<file path="config.mk">
export PLATFORM = sky130hd
export DESIGN_NAME = ifetch_unit
export DESIGN_NICKNAME = d
export VERILOG_FILES = /design/src/rtl/fetch_pkg.sv /design/src/rtl/fetch_fifo.sv /design/src/rtl/ifetch_unit.sv
export SDC_FILE = /design/constraint.sdc
export NUM_CORES = 1
export LEC_CHECK = 0
export BUFFER_PORTS_ARGS = -buffer_cell sky130_fd_sc_hd__buf_2
export CAP_MARGIN = 20
export CORE_AREA = 2 2 130 157
export DETAILED_ROUTE_END_ITERATION = 10
export DIE_AREA = 0 0 132 159
export GPL_TIMING_DRIVEN = 0
export PLACE_DENSITY_LB_ADDON = 0.1
export SYNTH_ARGS = -nofsm -noshare
export SYNTH_HDL_FRONTEND = slang
export SYNTH_SLANG_ARGS = --single-unit
export TNS_END_PERCENT = 5
</file>
<file path="constraint.sdc">
create_clock -name clk_i -period 5.3 [get_ports clk_i]
set_clock_uncertainty 0.1 [all_clocks]
set_input_delay 0.53 -clock clk_i [delete_from_list [all_inputs] [get_ports clk_i]]
set_output_delay 0.53 -clock clk_i [all_outputs]
set_load 0.05 [all_outputs]
</file>
<file path="src/rtl/fetch_pkg.sv">
// ============================================================================
// fetch_pkg : shared types and constants for the instruction-fetch slice
// Rev 1.0
// ============================================================================
`default_nettype none

package fetch_pkg;

  localparam logic [31:0] c_reset_pc = 32'h0000_0000;
  localparam logic [31:0] c_nop      = 32'h0000_0013;

  typedef struct packed {
    logic [31:0] instr;
    logic [31:0] pc;
  } fetch_entry_t;

endpackage

`default_nettype wire

</file>
<file path="src/rtl/fetch_fifo.sv">
// ============================================================================
// fetch_fifo : synchronous FIFO of fetch entries with flush
// Rev 1.0
// ============================================================================
`default_nettype none

module fetch_fifo
  import fetch_pkg::*;
#(
  parameter int DEPTH = 2
) (
  input  logic                     clk_i,
  input  logic                     rst_i,
  input  logic                     i_push,
  input  logic                     i_pop,
  input  logic                     i_flush,
  input  fetch_entry_t             i_data,
  output fetch_entry_t             o_data,
  output logic [$clog2(DEPTH):0]   o_count,
  output logic                     o_empty,
  output logic                     o_full
);

  localparam int                c_aw      = $clog2(DEPTH);
  localparam logic [c_aw:0]     c_depth   = DEPTH[c_aw:0];
  localparam logic [c_aw:0]     c_cnt_one = 1;
  localparam logic [c_aw-1:0]   c_ptr_one = 1;

  fetch_entry_t        r_mem [DEPTH];
  logic [c_aw-1:0]     r_wptr;
  logic [c_aw-1:0]     r_rptr;
  logic [c_aw:0]       r_count;
  logic                w_do_push;
  logic                w_do_pop;

  assign o_empty   = (r_count == '0);
  assign o_full    = (r_count == c_depth);
  assign o_count   = r_count;
  assign o_data    = r_mem[r_rptr];
  assign w_do_push = i_push & ~o_full;
  assign w_do_pop  = i_pop & ~o_empty;

  // Storage carries no reset; validity is tracked by r_count alone.
  always_ff @(posedge clk_i) begin
    if (w_do_push && !i_flush) begin
      r_mem[r_wptr] <= i_data;
    end
  end

  always_ff @(posedge clk_i) begin
    if (rst_i || i_flush) begin
      r_wptr  <= '0;
      r_rptr  <= '0;
      r_count <= '0;
    end else begin
      if (w_do_push) begin
        r_wptr <= r_wptr + c_ptr_one;
      end
      if (w_do_pop) begin
        r_rptr <= r_rptr + c_ptr_one;
      end
      case ({w_do_push, w_do_pop})
        2'b10:   r_count <= r_count + c_cnt_one;
        2'b01:   r_count <= r_count - c_cnt_one;
        default: r_count <= r_count;
      endcase
    end
  end

endmodule

`default_nettype wire

</file>
<file path="src/rtl/ifetch_unit.sv">
// ============================================================================
// ifetch_unit : PC sequencer driving a synchronous-read imem, buffering words
//               for decode over valid/ready, with flush-and-restart redirect
// Rev 1.0
// ============================================================================
`default_nettype none

module ifetch_unit
  import fetch_pkg::*;
#(
  parameter logic [31:0] RESET_PC   = c_reset_pc,
  parameter int          FIFO_DEPTH = 2
) (
  input  logic        clk_i,
  input  logic        rst_i,
  input  logic        redirect_i,
  input  logic [31:0] redirect_pc_i,
  output logic [31:0] imem_addr_o,
  input  logic [31:0] imem_data_i,
  output logic        instr_valid_o,
  input  logic        instr_ready_i,
  output logic [31:0] instr_o,
  output logic [31:0] instr_pc_o
);

  localparam int               c_aw    = $clog2(FIFO_DEPTH);
  localparam logic [c_aw+1:0]  c_limit = FIFO_DEPTH[c_aw+1:0];
  localparam logic [31:0]      c_step  = 32'd4;

  logic [31:0]   r_pc;
  logic [31:0]   r_resp_pc;
  logic          r_inflight;

  logic          w_pop;
  logic          w_push;
  logic          w_issue;
  logic [c_aw:0] w_count;
  logic [c_aw+1:0] w_occ;
  logic          w_empty;
  logic          w_full;
  logic          w_unused_bits;
  fetch_entry_t  w_head;
  fetch_entry_t  w_resp;

  assign imem_addr_o   = r_pc;
  assign instr_valid_o = ~w_empty;
  assign w_pop         = instr_valid_o & instr_ready_i;

  // Buffered plus in-flight words, minus the one leaving, must leave a free slot.
  assign w_occ   = {1'b0, w_count} + {{(c_aw+1){1'b0}}, r_inflight}
                 - {{(c_aw+1){1'b0}}, w_pop};
  assign w_issue = ~redirect_i & (w_occ < c_limit);

  assign w_push       = r_inflight & ~redirect_i;
  assign w_resp.instr = imem_data_i;
  assign w_resp.pc    = r_resp_pc;

  assign instr_o    = w_empty ? '0 : w_head.instr;
  assign instr_pc_o = w_empty ? '0 : w_head.pc;

  assign w_unused_bits = ^{redirect_pc_i[1:0], w_full};

  always_ff @(posedge clk_i) begin
    if (rst_i) begin
      r_pc       <= RESET_PC;
      r_resp_pc  <= '0;
      r_inflight <= 1'b0;
    end else if (redirect_i) begin
      r_pc       <= {redirect_pc_i[31:2], 2'b00};
      r_inflight <= 1'b0;
    end else if (w_issue) begin
      r_pc       <= r_pc + c_step;
      r_resp_pc  <= r_pc;
      r_inflight <= 1'b1;
    end else begin
      r_inflight <= 1'b0;
    end
  end

  fetch_fifo #(
    .DEPTH (FIFO_DEPTH)
  ) u_fifo (
    .clk_i   (clk_i),
    .rst_i   (rst_i),
    .i_push  (w_push),
    .i_pop   (w_pop),
    .i_flush (redirect_i),
    .i_data  (w_resp),
    .o_data  (w_head),
    .o_count (w_count),
    .o_empty (w_empty),
    .o_full  (w_full)
  );

endmodule

`default_nettype wire

</file>
==> metrics.txt <==
status=complete, no violations; Max Fanout on Critical Path=8; Syn Std Cell Area=about 7600 sq um; DRC=0; antenna cells=0; number of synthesized flops with an enable pin=between 100 and 150; max-cap violations=0; Mapped Avg Cell Area=between 10 and 15 sq um; most common cell in the netlist=edfxtp_1; grt ovf=0; DPL Wire Length=between 10 and 15 mm; Arrival @ worst endpoint=between 4000 and 5000 ps; Nets=about 880; fin. max-slew vios=0; Final Setup Violations=0; area of the core=between 15000 and 20000 sq um; Most used DFF post-synth=edfxtp_1; ANT nets after route=0; FMAX=~250 MHz; Synth top cells by count=edfxtp_1, nor2_1, nand2_1; fill count=~1800; post-layout power=3.225 mW; initial DRC count=230; Post-Route WL=approximately 17 mm; Placed Instances=1053; Reg area=about 5000 sq um; max incr delay on CP=610 ps; initial antenna violation count=0; Max-slew headroom=0.4278; Routability Congestion=just over 0.8; CP delay by family, top=simple AND/OR/NAND/NOR gates; via/cell ratio=about 4.8; endpoint class of the critical path=flip-flop; H-tree depth=4; GRT Total Usage=0.1632; top cell type's share of synthesized area=0.4870; Max VDD drop=232.4 uV; CTS clk-pin slew, worst paths=approximately 70 ps; CTS Hold Bufs=0; Hold Vio Cnt, Final=0; crit path time final=between 4000 and 5000 ps; DRT Pass-1 Iters=4; leading area contributor after synthesis=edfxtp_1; Crit path buffers/inverters=4; Layout area overhead=23.37%; Synth area leaders=edfxtp_1, dfxtp_1, mux2i_1; CTS resizes=0; Clock Path Buffers=2; Row Count=56; Place WS=between 900 and 1000 ps; largest net degree at the start of global routing=63; total number of vias=5198; Worst EP required=around 5500 ps; die area=~21000 sq um; CP max stage cell=fa_1; CTS tree=yes; Cell Chain, Critical Path=buf_6, nor2_1, buf_6, inv_1, and2_1, ha_1, nand2b_1, fa_1, inv_1, nor3_4, nand3_2, or3_1, a311oi_1; number of buffers created by CTS=17; setup TNS=0 ps; Lkg Pwr=around 3.4 nW; area of the multi-input gates=around 2400 sq um; Power per Cell Area=about 340 nW/um^2; part of the cycle the worst path needs=0.7590; HP Class=input port to flip-flop; asr flop ratio synth=0; final worst setup slack=approximately 1300 ps; Seq cells post-synth=190; RSZ-0062 raised after global routing=no; vias in the first global route=5282; Setup Buffers After CTS=0; Routed WL per cell=between 15 and 20 um; share of post-route cells with drive strength above 1=0.2521; Die Y=between 150 and 200 um; Mapped Cells=630; Critical Path Source Type=flip-flop; Die Wd=approximately 130 um; Initial Util=0.3940; Sink Count=190; library cells used by synthesis=37; fin cells=between 1000 and 1500; first-pass GRT wire length=approximately 27 mm; CTS root buf=clkbuf_16; I/O Pins=about 170; Clock Latency Late Sink=430 ps; crit path kind=flip-flop to flip-flop; Least-Margin Pin Slew=approximately 860 ps; IO buf count=157; number of synthesis warnings=0; sequential element share of the synthesized area=0.6598
==> placed cells by master (no fill, tap or decap), drive strengths merged, types with 4 or more instances in the layout <==
master,netlist,final
a211oi,20,20
a21oi,35,35
a311oi,5,5
and3,4,4
buf,11,171
clkbuf,28,47
conb,1,4
dfxtp,66,66
edfxtp,124,124
inv,8,16
mux2i,62,62
nand2,81,81
nand3,12,12
nand4,14,14
nor2,96,96
nor3,8,8
o21ai,4,4
or3,4,4
xnor2,12,12
xor2,20,20
==> report_power, final <==
group	internal (mW)	total [mW]	switching (mW)
registers	1.62	1.66	0.0406
logic	0.0817	0.285	0.204
clock network	0.706	1.28	0.570
total	2.41	3.23	0.815
==> path summary, 6_finish.rpt <==
check	startpoint	slack, ps	to	cells past startpoint
worst max-delay path	u_fifo.o_count[1]	1280	imem_addr_o[29]	13
worst min-delay path	imem_data_i[17]	190	u_fifo.r_mem[1][49]	1
worst max register to register	u_fifo.o_count[1]	1280	imem_addr_o[29]	13
worst min register to register	r_resp_pc[21]	350	u_fifo.r_mem[1][21]	0
==> metrics by stage <==
stage	cell area, sq um	hold WS [ps]	util
after floorplan	7657	325.4	-
after global placement	8770	336.8	0.4518
after detailed placement	8820	342.4	0.4544
after CTS	9422	167.1	0.4854
after global routing	9433	165.4	0.4860
final	9433	189.4	0.4860
==> metal layers <==
layer,share of wire,up-vias,GRT usage
met5,0,-,0
met2,0.48,173,0.2682
met3,0.051,25,0.03852
met4,0.021,0,0.06077
li1,-,2586,-
met1,0.45,2414,0.2101
==> area by class of cell <==
| type | instances | share of cell area |
|---|---|---|
| repair buffers | 160 | 0.08874 |
| well taps | 261 | 0.03462 |
| plain buffers | 39 | 0.01830 |
| clock inverters | 13 | 0.01459 |
| flip-flops and latches | 190 | 0.5348 |
| clock buffers | 19 | 0.04921 |
| inverters | 8 | 0.003183 |
| multi-input cells | 396 | 0.2565 |
==> flip-flops by register name, indices dropped and copies added (netlist names), named ones only <==
signal and cells:
r_inflight 1, u_fifo.r_mem 124, u_fifo.o_count 2, u_fifo.r_wptr 1, imem_addr_o 30, u_fifo.r_rptr 1
r_resp_pc 30
==> cell families after synthesis <==
kind of cell    Yosys count  synth area share
simple gates            229            0.1325
other cells               1         0.0004904
compound gates           65           0.05187
fa+ha+maj                 4          0.007528
xor+xnor                 32           0.04009
mux                      62           0.08117
buf+inv                  47           0.02651
flops                   190            0.6598
No activity file was read; power rests on OpenSTA's default activity.
